--- config.mk ---
export PLATFORM = sky130hd
export DESIGN_NAME = seg7_scan_driver
export DESIGN_NICKNAME = d
export VERILOG_FILES = /design/src/rtl/seg7_scan_driver.sv
export SDC_FILE = /design/constraint.sdc
export NUM_CORES = 1
export LEC_CHECK = 0
export BUFFER_PORTS_ARGS = -buffer_cell sky130_fd_sc_hd__buf_2
export CAP_MARGIN = 20
export CORE_UTILIZATION = 51
export CTS_CLUSTER_SIZE = 8
export DETAILED_ROUTE_END_ITERATION = 7
export HOLD_SLACK_MARGIN = 0.03
export PLACE_DENSITY_LB_ADDON = 0.3
export RECOVER_POWER = 50
export SYNTH_ARGS = -nofsm -noshare
export SYNTH_HDL_FRONTEND = slang
export SYNTH_SLANG_ARGS = --single-unit
--- constraint.sdc ---
create_clock -name clk -period 2.1 [get_ports clk]
set_input_delay 0.42 -clock clk [delete_from_list [all_inputs] [get_ports clk]]
set_output_delay 0.42 -clock clk [all_outputs]
set_load 0.1 [all_outputs]
--- src/rtl/seg7_scan_driver.sv ---
// Four-digit common-anode seven-segment scan driver for the Basys 3 board.
// Shows a 16-bit value as hex, latched once per frame, with optional leading-zero blanking.
module seg7_scan_driver #(
    parameter int CLK_HZ     = 100000000,
    parameter int REFRESH_HZ = 1000
) (
    input  logic        clk,
    input  logic        rst,
    input  logic [15:0] value,
    input  logic [3:0]  dp_in,
    input  logic        blank_lz,
    output logic [3:0]  an,
    output logic [6:0]  seg,
    output logic        dp
);

    localparam int DIV = CLK_HZ / REFRESH_HZ - 1;
    localparam int CW  = (DIV < 1) ? 1 : $clog2(DIV + 1);
    localparam logic [CW-1:0] DIV_C = CW'(DIV);

    generate
        if (DIV < 1) begin : g_div_chk
            $error("seg7_scan_driver: CLK_HZ/REFRESH_HZ must be at least 2");
        end
    endgenerate

    logic [CW-1:0] cnt_q, cnt_d;
    logic [1:0]    idx_q, idx_d;
    logic [15:0]   shadow_q, shadow_d;
    logic [3:0]    dp_shadow_q, dp_shadow_d;
    logic [3:0]    an_q, an_d;
    logic [6:0]    seg_q, seg_d;
    logic          dp_q, dp_d;

    logic          tick;
    logic          wrap;
    logic [3:0]    nib;
    logic          blank;
    logic          z3, z32, z321;

    function automatic logic [6:0] hex7(input logic [3:0] n);
        logic [6:0] s;
        case (n)
            4'h0: s = 7'b1000000;
            4'h1: s = 7'b1111001;
            4'h2: s = 7'b0100100;
            4'h3: s = 7'b0110000;
            4'h4: s = 7'b0011001;
            4'h5: s = 7'b0010010;
            4'h6: s = 7'b0000010;
            4'h7: s = 7'b1111000;
            4'h8: s = 7'b0000000;
            4'h9: s = 7'b0010000;
            4'hA: s = 7'b0001000;
            4'hB: s = 7'b0000011;
            4'hC: s = 7'b1000110;
            4'hD: s = 7'b0100001;
            4'hE: s = 7'b0000110;
            default: s = 7'b0001110;
        endcase
        return s;
    endfunction

    // Refresh divider and digit index; the shadow only moves on the 3 -> 0 wrap.
    always_comb begin
        tick        = (cnt_q == DIV_C);
        wrap        = tick && (idx_q == 2'd3);
        cnt_d       = tick ? '0 : cnt_q + 1'b1;
        idx_d       = tick ? idx_q + 2'd1 : idx_q;
        shadow_d    = wrap ? value : shadow_q;
        dp_shadow_d = wrap ? dp_in : dp_shadow_q;
    end

    always_comb begin
        case (idx_q)
            2'd0:    nib = shadow_q[3:0];
            2'd1:    nib = shadow_q[7:4];
            2'd2:    nib = shadow_q[11:8];
            default: nib = shadow_q[15:12];
        endcase
    end

    // A digit is a leading zero only if it and every digit to its left are zero.
    always_comb begin
        z3   = (shadow_q[15:12] == 4'h0);
        z32  = z3 && (shadow_q[11:8] == 4'h0);
        z321 = z32 && (shadow_q[7:4] == 4'h0);
        case (idx_q)
            2'd0:    blank = 1'b0;
            2'd1:    blank = blank_lz && z321;
            2'd2:    blank = blank_lz && z32;
            default: blank = blank_lz && z3;
        endcase
    end

    always_comb begin
        an_d  = ~(4'b0001 << idx_q);
        seg_d = blank ? 7'b1111111 : hex7(nib);
        dp_d  = ~dp_shadow_q[idx_q];
    end

    always_ff @(posedge clk or posedge rst) begin
        if (rst) begin
            cnt_q       <= '0;
            idx_q       <= 2'd0;
            shadow_q    <= 16'h0000;
            dp_shadow_q <= 4'b0000;
            an_q        <= 4'b1111;
            seg_q       <= 7'b1111111;
            dp_q        <= 1'b1;
        end else begin
            cnt_q       <= cnt_d;
            idx_q       <= idx_d;
            shadow_q    <= shadow_d;
            dp_shadow_q <= dp_shadow_d;
            an_q        <= an_d;
            seg_q       <= seg_d;
            dp_q        <= dp_d;
        end
    end

    assign an  = an_q;
    assign seg = seg_q;
    assign dp  = dp_q;

endmodule

; ---- After elaboration in Yosys (flattened, before gate mapping)
; Memory sizes are Yosys's and may differ from the RTL's.
; Index checks and enable logic that the tools add are counted.
[totals]
mem_count = 1
word_cells = 34
ramBits = 0
latch_bits = 0
rom_bits = 112
reg_bits = 51
out_inout_bits = 12
in_bits = 23
[mem_list]
columns = name, words, width, rd, rd_clocked_by_memory_dff, write_ports, line
row1 = (name not given), 16, 7, 1, 0, 0, 43  ; case (n)
[op_classes]
order_cmp = 1
n_div = 0
shifts = 1
n_eq_ne = 4
bitwise = 2
add_sub_neg = 2
n_mul = 0
muxes = 6
reduce_logical = 10
[ops]
columns = cell, n
row1 = $add 17x1->17 const B, 1
row2 = $eq 17x17->1 const B, 1
row3 = $mux 17, 1
row4 = $logic_not 4->1, 3
row5 = $pmux 4 s3, 1
row6 = $mux 7, 1
row7 = $logic_and 1x1->1, 6
row8 = $eq 2x2->1 const B, 2
row9 = $not 4->4, 1
row10 = $shl 1x2->4 const A, 1
row11 = $lt 2x3->1 const B, 1
row12 = $pmux 1 s3, 1
row13 = $add 2x1->2 const B, 1
row14 = $bmux 1 s2, 1
row15 = $eq 2x1->1 const B, 1
row16 = $logic_not 2->1, 1
row17 = $mux 1, 1
row18 = $not 1->1, 1

; ---- Longest topological paths before layout
; Gate-level depths: netlist of the first run.
[depth]
depth_word = 6
mapped_depth = 10
depth_no_buf = 10

; ---- Least setup slack after synthesis of the first run
; No wires, ideal clock.
[synth_path]
path_type = register -> register
startpoint = reg idx_q[0]
endpoint = reg seg_q[5], in the netlist seg[5]
path_stages_with_launch = 11
arrival_ps = 2048
synth_period_minus_slack_ps = 2129
slack_ps = -29
n_path_buf = 0
path_cell_list = dfrtp_1 -> inv_1 -> ha_1 -> a222oi_1 -> nand2_1 -> o21ai_0 -> inv_1 -> ha_1 -> nand2_1 -> a21oi_1 -> a211o_1
[synth_via]
elab_chain_cells = 4
word_cells_on_any_way = 7
[synth_rtl]
columns = element, line
row1 = from (decl), 28  ; logic [1:0] idx_q, idx_d;
row2 = from (signal assigned), 113  ; idx_q <= idx_d;
row3 = "$eq 2x2->1, or another cell as far along", "75, 88"
row4 = $pmux 4 s3, 75  ; case (idx_q)
row5 = $mem_v2 16x7, n/a
row6 = $mux 7 *, 98  ; seg_d = blank ? 7'b1111111 : hex7(nib);
row7 = named net seg_d[5], 32  ; logic [6:0] seg_q, seg_d;
row8 = to (signal assigned), 117  ; seg_q <= seg_d;
row9 = to (decl), 32
; The timed path passes the listed nets; every way through them passes the cells marked *.
; A chain may end at the register's enable or synchronous reset.

; ---- Worst setup path in the final report of the first run
[layout_path]
startpoint = reg idx_q[0]
endpoint = reg seg_q[0], in the netlist seg[0]
; The elaborated chain is that of the path after synthesis.

==> results of run 1 <==
==> timing repair <==
item,4_1_cts,5_1_grt
setup endpoints to repair,5,7
pin swaps,1,3
hold buffers,0,0
gates resized for setup,2,21
setup buffers,0,5
==> layer usage <==
metal | vias to the layer above | GRT usage, % | share of wire, %
met5 | - | 0 | 0
met4 | 0 | 6.100 | 1.1
met3 | 5 | 2.500 | 2.5
met2 | 37 | 30.40 | 48
met1 | 856 | 28.65 | 48
li1 | 826 | - | -
==> worst min path at each step <==
stage	start	endpoint	slack, ns	cells past startpoint
floorplan	cnt_q[0]$_DFF_PP0_	cnt_q[0]$_DFF_PP0_	0.45	1
global placement	rst	dp_shadow_q[0]$_DFFE_PP0P_	0.41	2
detailed placement	rst	dp_shadow_q[0]$_DFFE_PP0P_	0.42	2
CTS	rst	dp_shadow_q[1]$_DFFE_PP0P_	0.1	2
global route	rst	dp_shadow_q[1]$_DFFE_PP0P_	0.25	2
finish	rst	dp_shadow_q[1]$_DFFE_PP0P_	0.19	2
==> Yosys cell counts, types with 2 or more instances <==
| cell type | instances | share of area [%] |
|---|---|---|
| a21o_1 | 3 | 0.90 |
| nand4_1 | 3 | 0.75 |
| a222oi_1 | 2 | 0.80 |
| a22oi_1 | 3 | 0.90 |
| nor2_1 | 12 | 1.8 |
| a21oi_1 | 10 | 2.0 |
| a211o_1 | 3 | 1.1 |
| mux2i_1 | 2 | 0.80 |
| inv_1 | 17 | 2.6 |
| nor2b_1 | 2 | 0.50 |
| dfrtp_1 | 39 | 39 |
| dfstp_2 | 12 | 13 |
| nor4_1 | 2 | 0.50 |
| a221o_1 | 2 | 0.80 |
| mux2_4 | 20 | 12 |
| nand3_1 | 7 | 1.4 |
| o21ai_0 | 7 | 1.4 |
| ha_1 | 11 | 5.5 |
| xnor2_1 | 7 | 2.5 |
| nor3_1 | 3 | 0.60 |
| xor2_1 | 7 | 2.5 |
| and2_1 | 2 | 0.50 |
| buf_6 | 2 | 0.90 |
| nand2_1 | 12 | 1.8 |
| a22o_1 | 2 | 0.70 |
==> layout by cell type, fill, tap and decap left out, drive strengths merged, types with 3 or more instances in the layout <==
| cell type | count |
|---|---|
| a22oi | 3 |
| clkbuf | 7 |
| a211o | 3 |
| nand4 | 3 |
| nor2 | 12 |
| buf | 50 |
| nor3 | 4 |
| a21o | 3 |
| xor2 | 7 |
| inv | 17 |
| ha | 11 |
| mux2 | 20 |
| a21oi | 11 |
| xnor2 | 7 |
| dfstp | 12 |
| dfrtp | 39 |
| nand2 | 12 |
| nand3 | 7 |
| o21ai | 7 |
==> per-stage QoR <==
| stage | util, % | instances | TNS [ns] | total power, W |
|---|---|---|---|---|
| after detailed placement | 59.76 | 314 | -0.2267 | 0.001305 |
| after global routing | 63.81 | 327 | -0.2162 | 0.001907 |
| after floorplan | - | 205 | 0 | 0.001241 |
| after global placement | 59.76 | 314 | 0 | 0.001299 |
| final | 63.81 | 327 | 0 | 0.001831 |
| after CTS | 61.67 | 322 | 0 | 0.001843 |
==> power groups by stage <==
| stage | clock network [W] | logic (W) | registers [W] |
|---|---|---|---|
| final | 0.000535 | 0.000254 | 0.00104 |
| after global routing | 0.000590 | 0.000271 | 0.00105 |
| after global placement | 0 | 0.000240 | 0.00106 |
| after floorplan | 0 | 0.0000888 | 0.00115 |
| after CTS | 0.000555 | 0.000246 | 0.00104 |
| after detailed placement | 0 | 0.000244 | 0.00106 |
==> cell type report <==
| class | instances | area [um^2] |
|---|---|---|
| clock inverters | 2 | 12.51 |
| flip-flops and latches | 51 | 1291 |
| fillers | 373 | 1709 |
| repair buffers | 51 | 295.3 |
| multi-input cells | 133 | 1195 |
| inverters | 17 | 63.81 |
| well taps | 67 | 83.83 |
| clock buffers | 6 | 72.57 |
==> logic make-up after synthesis <==
family / count (synthesis) / synth area share [%]
and+or+nand+nor: 52 / 11.42
buffers and inverters: 21 / 3.807
DFF: 51 / 51.70
adders and majority gates: 11 / 5.511
xor gates and xnor gates: 14 / 4.910
muxes: 23 / 13.73
AOI/OAI and AO/OA: 33 / 8.918
==> flip-flops by register name, summed over array words and instances, names as in the netlist <==
register	flops
dp	1
cnt_q	17
seg	7
idx_q	2
an	4
shadow_q	16
dp_shadow_q	4
==> results.ini, run 1 <==
[logic_synthesis]
yosys_register_bits = 51
syn_area_per_cell_um2 = 12.18
yosysWarnings = 0
yosysUniqueCellTypes = 38
syn_nets = 239
synth_area_um2 = 2497
synth_edf_count = 0
netlist_instances = 205
ys.flop_type = dfrtp_1
seq_area_frac_synth_pct = 51.70
async_reset_ff_share_pct = 100.0

[power]
p_sw_w = 0.0004888
total_leakage_power_nw = 1.494
p_sw_share_pct = 26.69
p_per_area_nw_per_um2 = 607.5
pwr-share-seq_pct = 56.9
comb_power_share_pct = 13.9
p_int_w = 0.001342
ir_drop_mv = 0.4785
p_clk_share_pct = 29.2

[timing]
fin_crit_ns = 2.053
rsz0062_at_grt = yes
fin_worst_skew_ns = 0.009616
slew_violations = 0
slew_headroom_pct = 44.54
layout_setup_ws_ns = 0.04660
finalSetupViolations = 0
finalHoldViolations = 0
whs_ns = 0.1861
fmax_mhz = 487.0
post-route-period-util_pct = 97.78
tightest_slew_ns = 0.8320

[setup_path]
reg2reg_setup_slack_ns = 0.05
required_ns = 2.33
critPathCaptureType = register
start_kind = register
critPathBufInv = 3
crit_arrival_ns = 2.28
path_cells = inv_1 -> ha_2 -> buf_4 -> a21oi_1 -> a22o_2 -> buf_4 -> ha_2 -> nor3_1 -> a21oi_1 -> a21o_1
cpPeakStageDelay_ns = 0.39
critPathTopFamily = compound AO/OA/AOI/OAI gates
crit_slowest_cell = dfrtp_1
critPathMaxFanout = 4
critical_path.startpoint = idx_q[0]$_DFFE_PP0N_
r2r_cells = 10
worst-setup-path-type = register to register
worstReg2RegStart = idx_q[0]$_DFFE_PP0N_
worstReg2RegEnd = seg[0]$_DFF_PP1_
crit_path_end = seg[0]$_DFF_PP1_
path_depth = 10

[route]
wl_mm = 4.794
first_pass_iters = 4
vias = 1724
post_drt_wl_per_cell_um = 14.66
drt-vias-per-instance = 5.272
ant_nets = 0
drt_drc_violations_left = 0
drt_iter0_markers = 92

[global_route]
grt_pass1_wl_mm = 7.810
grt_pass1_vias = 1672
grt.total_usage_pct = 19.47
antenna_found_initial = 0
grt_max_degree = 36
overflow = 0

[cells_and_area]
syn_to_final_growth_pct = 20.69
drive_gt1_share_pct = 41.54
fin_area_um2 = 3014
n_antenna_cell = 0
nNetsFinal = 293

[placed_design]
dpl_cell_area_um2 = 2823
finalWeightedCongestion = 0.8777
post-place-ws_ns = -0.06464
dpl.hpwl_mm = 3.414
io_buffers = 34

[status]
status = finished, final reports clean

[run]
maxCapViolations = 0

[floorplan]
pin_count = 35
rows = 25
fp.dieH_um = 71.98
dieArea_um2 = 5180
core_um2 = 4723
initial_core_util_pct = 52.87
die_w_um = 71.98

[cts]
clock_latency_ns = 0.29
root_buffer = clkbuf_8
cts_tree = done
clk_path_buf_depth = 2
numCtsBuffers = 5
clkSinkCount = 51
htree_levels = 2
clkTransAtPathRegs_ns = 0.09

[min_path]
hold_path_class = input pin to asynchronous set/reset pin

(Power assumes the default switching activity.)
==> run 2: changes to the inputs <==
--- a/config.mk
+++ b/config.mk
@@ -7,11 +7,11 @@
 export LEC_CHECK = 0
 export BUFFER_PORTS_ARGS = -buffer_cell sky130_fd_sc_hd__buf_2
 export CAP_MARGIN = 20
-export CORE_UTILIZATION = 51
+export CORE_UTILIZATION = 57
 export CTS_CLUSTER_SIZE = 8
 export DETAILED_ROUTE_END_ITERATION = 7
 export HOLD_SLACK_MARGIN = 0.03
-export PLACE_DENSITY_LB_ADDON = 0.3
+export PLACE_DENSITY = 0.87
 export RECOVER_POWER = 50
 export SYNTH_ARGS = -nofsm -noshare
 export SYNTH_HDL_FRONTEND = slang
==> constraint.sdc (replaced) <==
create_clock -name clk -period 1.9 [get_ports clk]
set_input_delay 0.38 -clock clk [delete_from_list [all_inputs] [get_ports clk]]
set_output_delay 0.38 -clock clk [all_outputs]
set_load 0.1 [all_outputs]
==> results.ini, run 2 (synthesis gave the netlist of run 1 again) <==
[timing]
slew_violations = 0  ; unchanged
fin_crit_ns = 2.051  ; -0.002263 ns
tightest_slew_ns = 0.8200  ; -0.01194 ns
rsz0062_at_grt = yes
fin_worst_skew_ns = 0.006454  ; -0.003162 ns
finalSetupViolations = 7  ; +7
fmax_mhz = 487.5  ; +0.11%
fin_setup_tns_ns = -0.8221  ; -0.8221 ns
post-route-period-util_pct = 108.0  ; +10 points
finalHoldViolations = 0  ; unchanged
slew_headroom_pct = 45.33  ; +0.80 points
layout_setup_ws_ns = -0.1511  ; -0.1977 ns

[run]
maxCapViolations = 0  ; unchanged

[cts]
root_buffer = clkbuf_8
clk_path_buf_depth = 2  ; unchanged
clkTransAtPathRegs_ns = 0.09  ; about the same
numCtsBuffers = 5  ; unchanged
clkSinkCount = 51  ; unchanged
htree_levels = 2  ; unchanged
clock_latency_ns = 0.30  ; about the same
cts_tree = done
cts_hold_buf = 0  ; unchanged

[floorplan]
fp.dieH_um = 68.19  ; -5.3%
rows = 23  ; -8.0%
die_w_um = 68.19  ; -5.3%
initial_core_util_pct = 60.69  ; +7.8 points
dieArea_um2 = 4650  ; -10%
pin_count = 35  ; unchanged
core_um2 = 4115  ; -13%

[setup_path]
r2r_cells = 7  ; -3
critPathCaptureType = register
worstReg2RegEnd = seg[1]$_DFF_PP1_
critPathMaxFanout = 6  ; +2
crit_arrival_ns = 2.28  ; about the same
worstReg2RegStart = idx_q[1]$_DFFE_PP0N_
worst-setup-path-type = register to register
reg2reg_setup_slack_ns = -0.15  ; -0.20 ns
critical_path.startpoint = idx_q[1]$_DFFE_PP0N_
crit_path_end = seg[1]$_DFF_PP1_
start_kind = register
required_ns = 2.13  ; -0.20 ns

[route]
met1_length_mm = 2.226  ; -3.2%
vias = 1836  ; +6.5%
first_pass_iters = 4  ; unchanged
drt-vias-per-instance = 5.649  ; +7.2%
post_drt_wl_per_cell_um = 16.49  ; +12%
drt_iter0_markers = 124  ; +35%
wl_mm = 5.359  ; +12%
wl_met2_mm = 2.708  ; +17%
wl_met3_um = 285  ; +130%
drt_drc_violations_left = 0  ; unchanged
ant_nets = 0  ; unchanged
routed.top_layer = met4

[global_route]
grt_pass1_wl_mm = 7.583  ; -2.9%
grt.total_usage_pct = 22.77  ; +3.3 points
antenna_found_initial = 0  ; unchanged
overflow = 0  ; unchanged
grt_pass1_vias = 1685  ; +0.78%
grt_max_degree = 22  ; -39%

[power]
power_w = 0.002023  ; +11%
total_leakage_power_nw = 1.559  ; +4.4%
ir_drop_mv = 0.4500  ; -6.0%
p_per_area_nw_per_um2 = 651.3  ; +7.2%

[placed_design]
dpl_cell_area_um2 = 2905  ; +2.9%
post-place-ws_ns = -0.1461  ; -0.08144 ns
io_buffers = 34  ; unchanged
dpl.hpwl_mm = 3.453  ; +1.1%
finalWeightedCongestion = 0.8530  ; -2.8%

[cells_and_area]
regMostFlops = cnt_q
utilization_pct = 75.49  ; +12 points
nNetsFinal = 308  ; +5.1%
fill_cells = 259  ; -31%
final_cell_mix = 39 x dfrtp_1, 34 x buf_2, 28 x buf_4
n_antenna_cell = 0  ; unchanged
drive_gt1_share_pct = 46.18  ; +4.6 points
final_common_cell = dfrtp_1
syn_to_final_growth_pct = 24.40
fin_area_um2 = 3107  ; +3.1%
largest_reg_flops = 17  ; unchanged
seq_area_um2 = 1291  ; unchanged
multi_input_area_um2 = 1189  ; -0.52%

[status]
status = complete, but fails checks
violations = negative setup slack

[min_path]
hold_path_class = input pin to asynchronous set/reset pin

-- run 2: cell types whose count changed in the layout (fill, tap and decap cells not counted), moves of 3 or more --
cell	before	now
clkbuf_1	1	4
nand2_2	0	3
ha_2	2	6
ha_1	5	2
buf_4	16	28
-- run 2: layout make-up --
| cell class | count | area share, % |
|---|---|---|
| clock buffer | 7 | 2.457 |
| clock inverter | 1 | 0.1611 |
| inverter | 17 | 2.054 |
| multi-input combinational | 133 | 38.26 |
| sequential | 51 | 41.56 |
| tap | 50 | 2.014 |
| timing repair buffer | 66 | 13.49 |
-- run 2: worst min-delay path by stage --
stage	startpoint	to	slack, ns	cells after the start
4_1_cts	rst	cnt_q[11]$_DFF_PP0_	0.08	2
2_1_floorplan	cnt_q[0]$_DFF_PP0_	cnt_q[0]$_DFF_PP0_	0.45	1
3_5_place_dp	rst	cnt_q[11]$_DFF_PP0_	0.41	2
6_report	rst	dp_shadow_q[3]$_DFFE_PP0P_	0.21	2
3_3_place_gp	rst	dp_shadow_q[0]$_DFFE_PP0P_	0.40	2
5_1_grt	rst	cnt_q[9]$_DFF_PP0_	0.26	2
-- run 2: worst max-delay path, cell delays in order, from the launching register on --
cell and delay [ns]:
dfrtp_1 0.46, inv_2 0.10, ha_4 0.19, a222oi_1 0.35, nand2_1 0.12, o21ai_2 0.12
ha_2 0.33, a221o_1 0.32
-- run 2: metal layers --
| layer | track usage (%) | up-vias |
|---|---|---|
| met1 | 28.94 | 886 |
| li1 | - | 855 |
| met5 | 0 | - |
| met4 | 11.72 | 0 |
| met2 | 36.03 | 80 |
| met3 | 5.333 | 15 |
-- run 2: through the flow --
| stage | hold WS (ns) | cells |
|---|---|---|
| final | 0.2092 | 325 |
| after global routing | 0.2644 | 325 |
| after CTS | 0.08378 | 319 |
| after detailed placement | 0.4088 | 308 |
| after global placement | 0.4039 | 308 |
| after floorplan | 0.4544 | 205 |
-- run 2: power breakdown --
part	total, W	internal (W)	leakage (nW)	switching [W]
Sequential	0.00115	0.00113	0.610	0.0000201
Combinational	0.000285	0.0000990	0.907	0.000186
Clock	0.000588	0.000259	0.0422	0.000329
-- run 2: repair_timing --
item / in CTS / in global routing
endpoints found under the hold margin: 0 / 0
pin swaps: 2 / 7
buffers inserted: 3 / 6
endpoints found under the setup margin: 7 / 27
resized for setup: 3 / 18
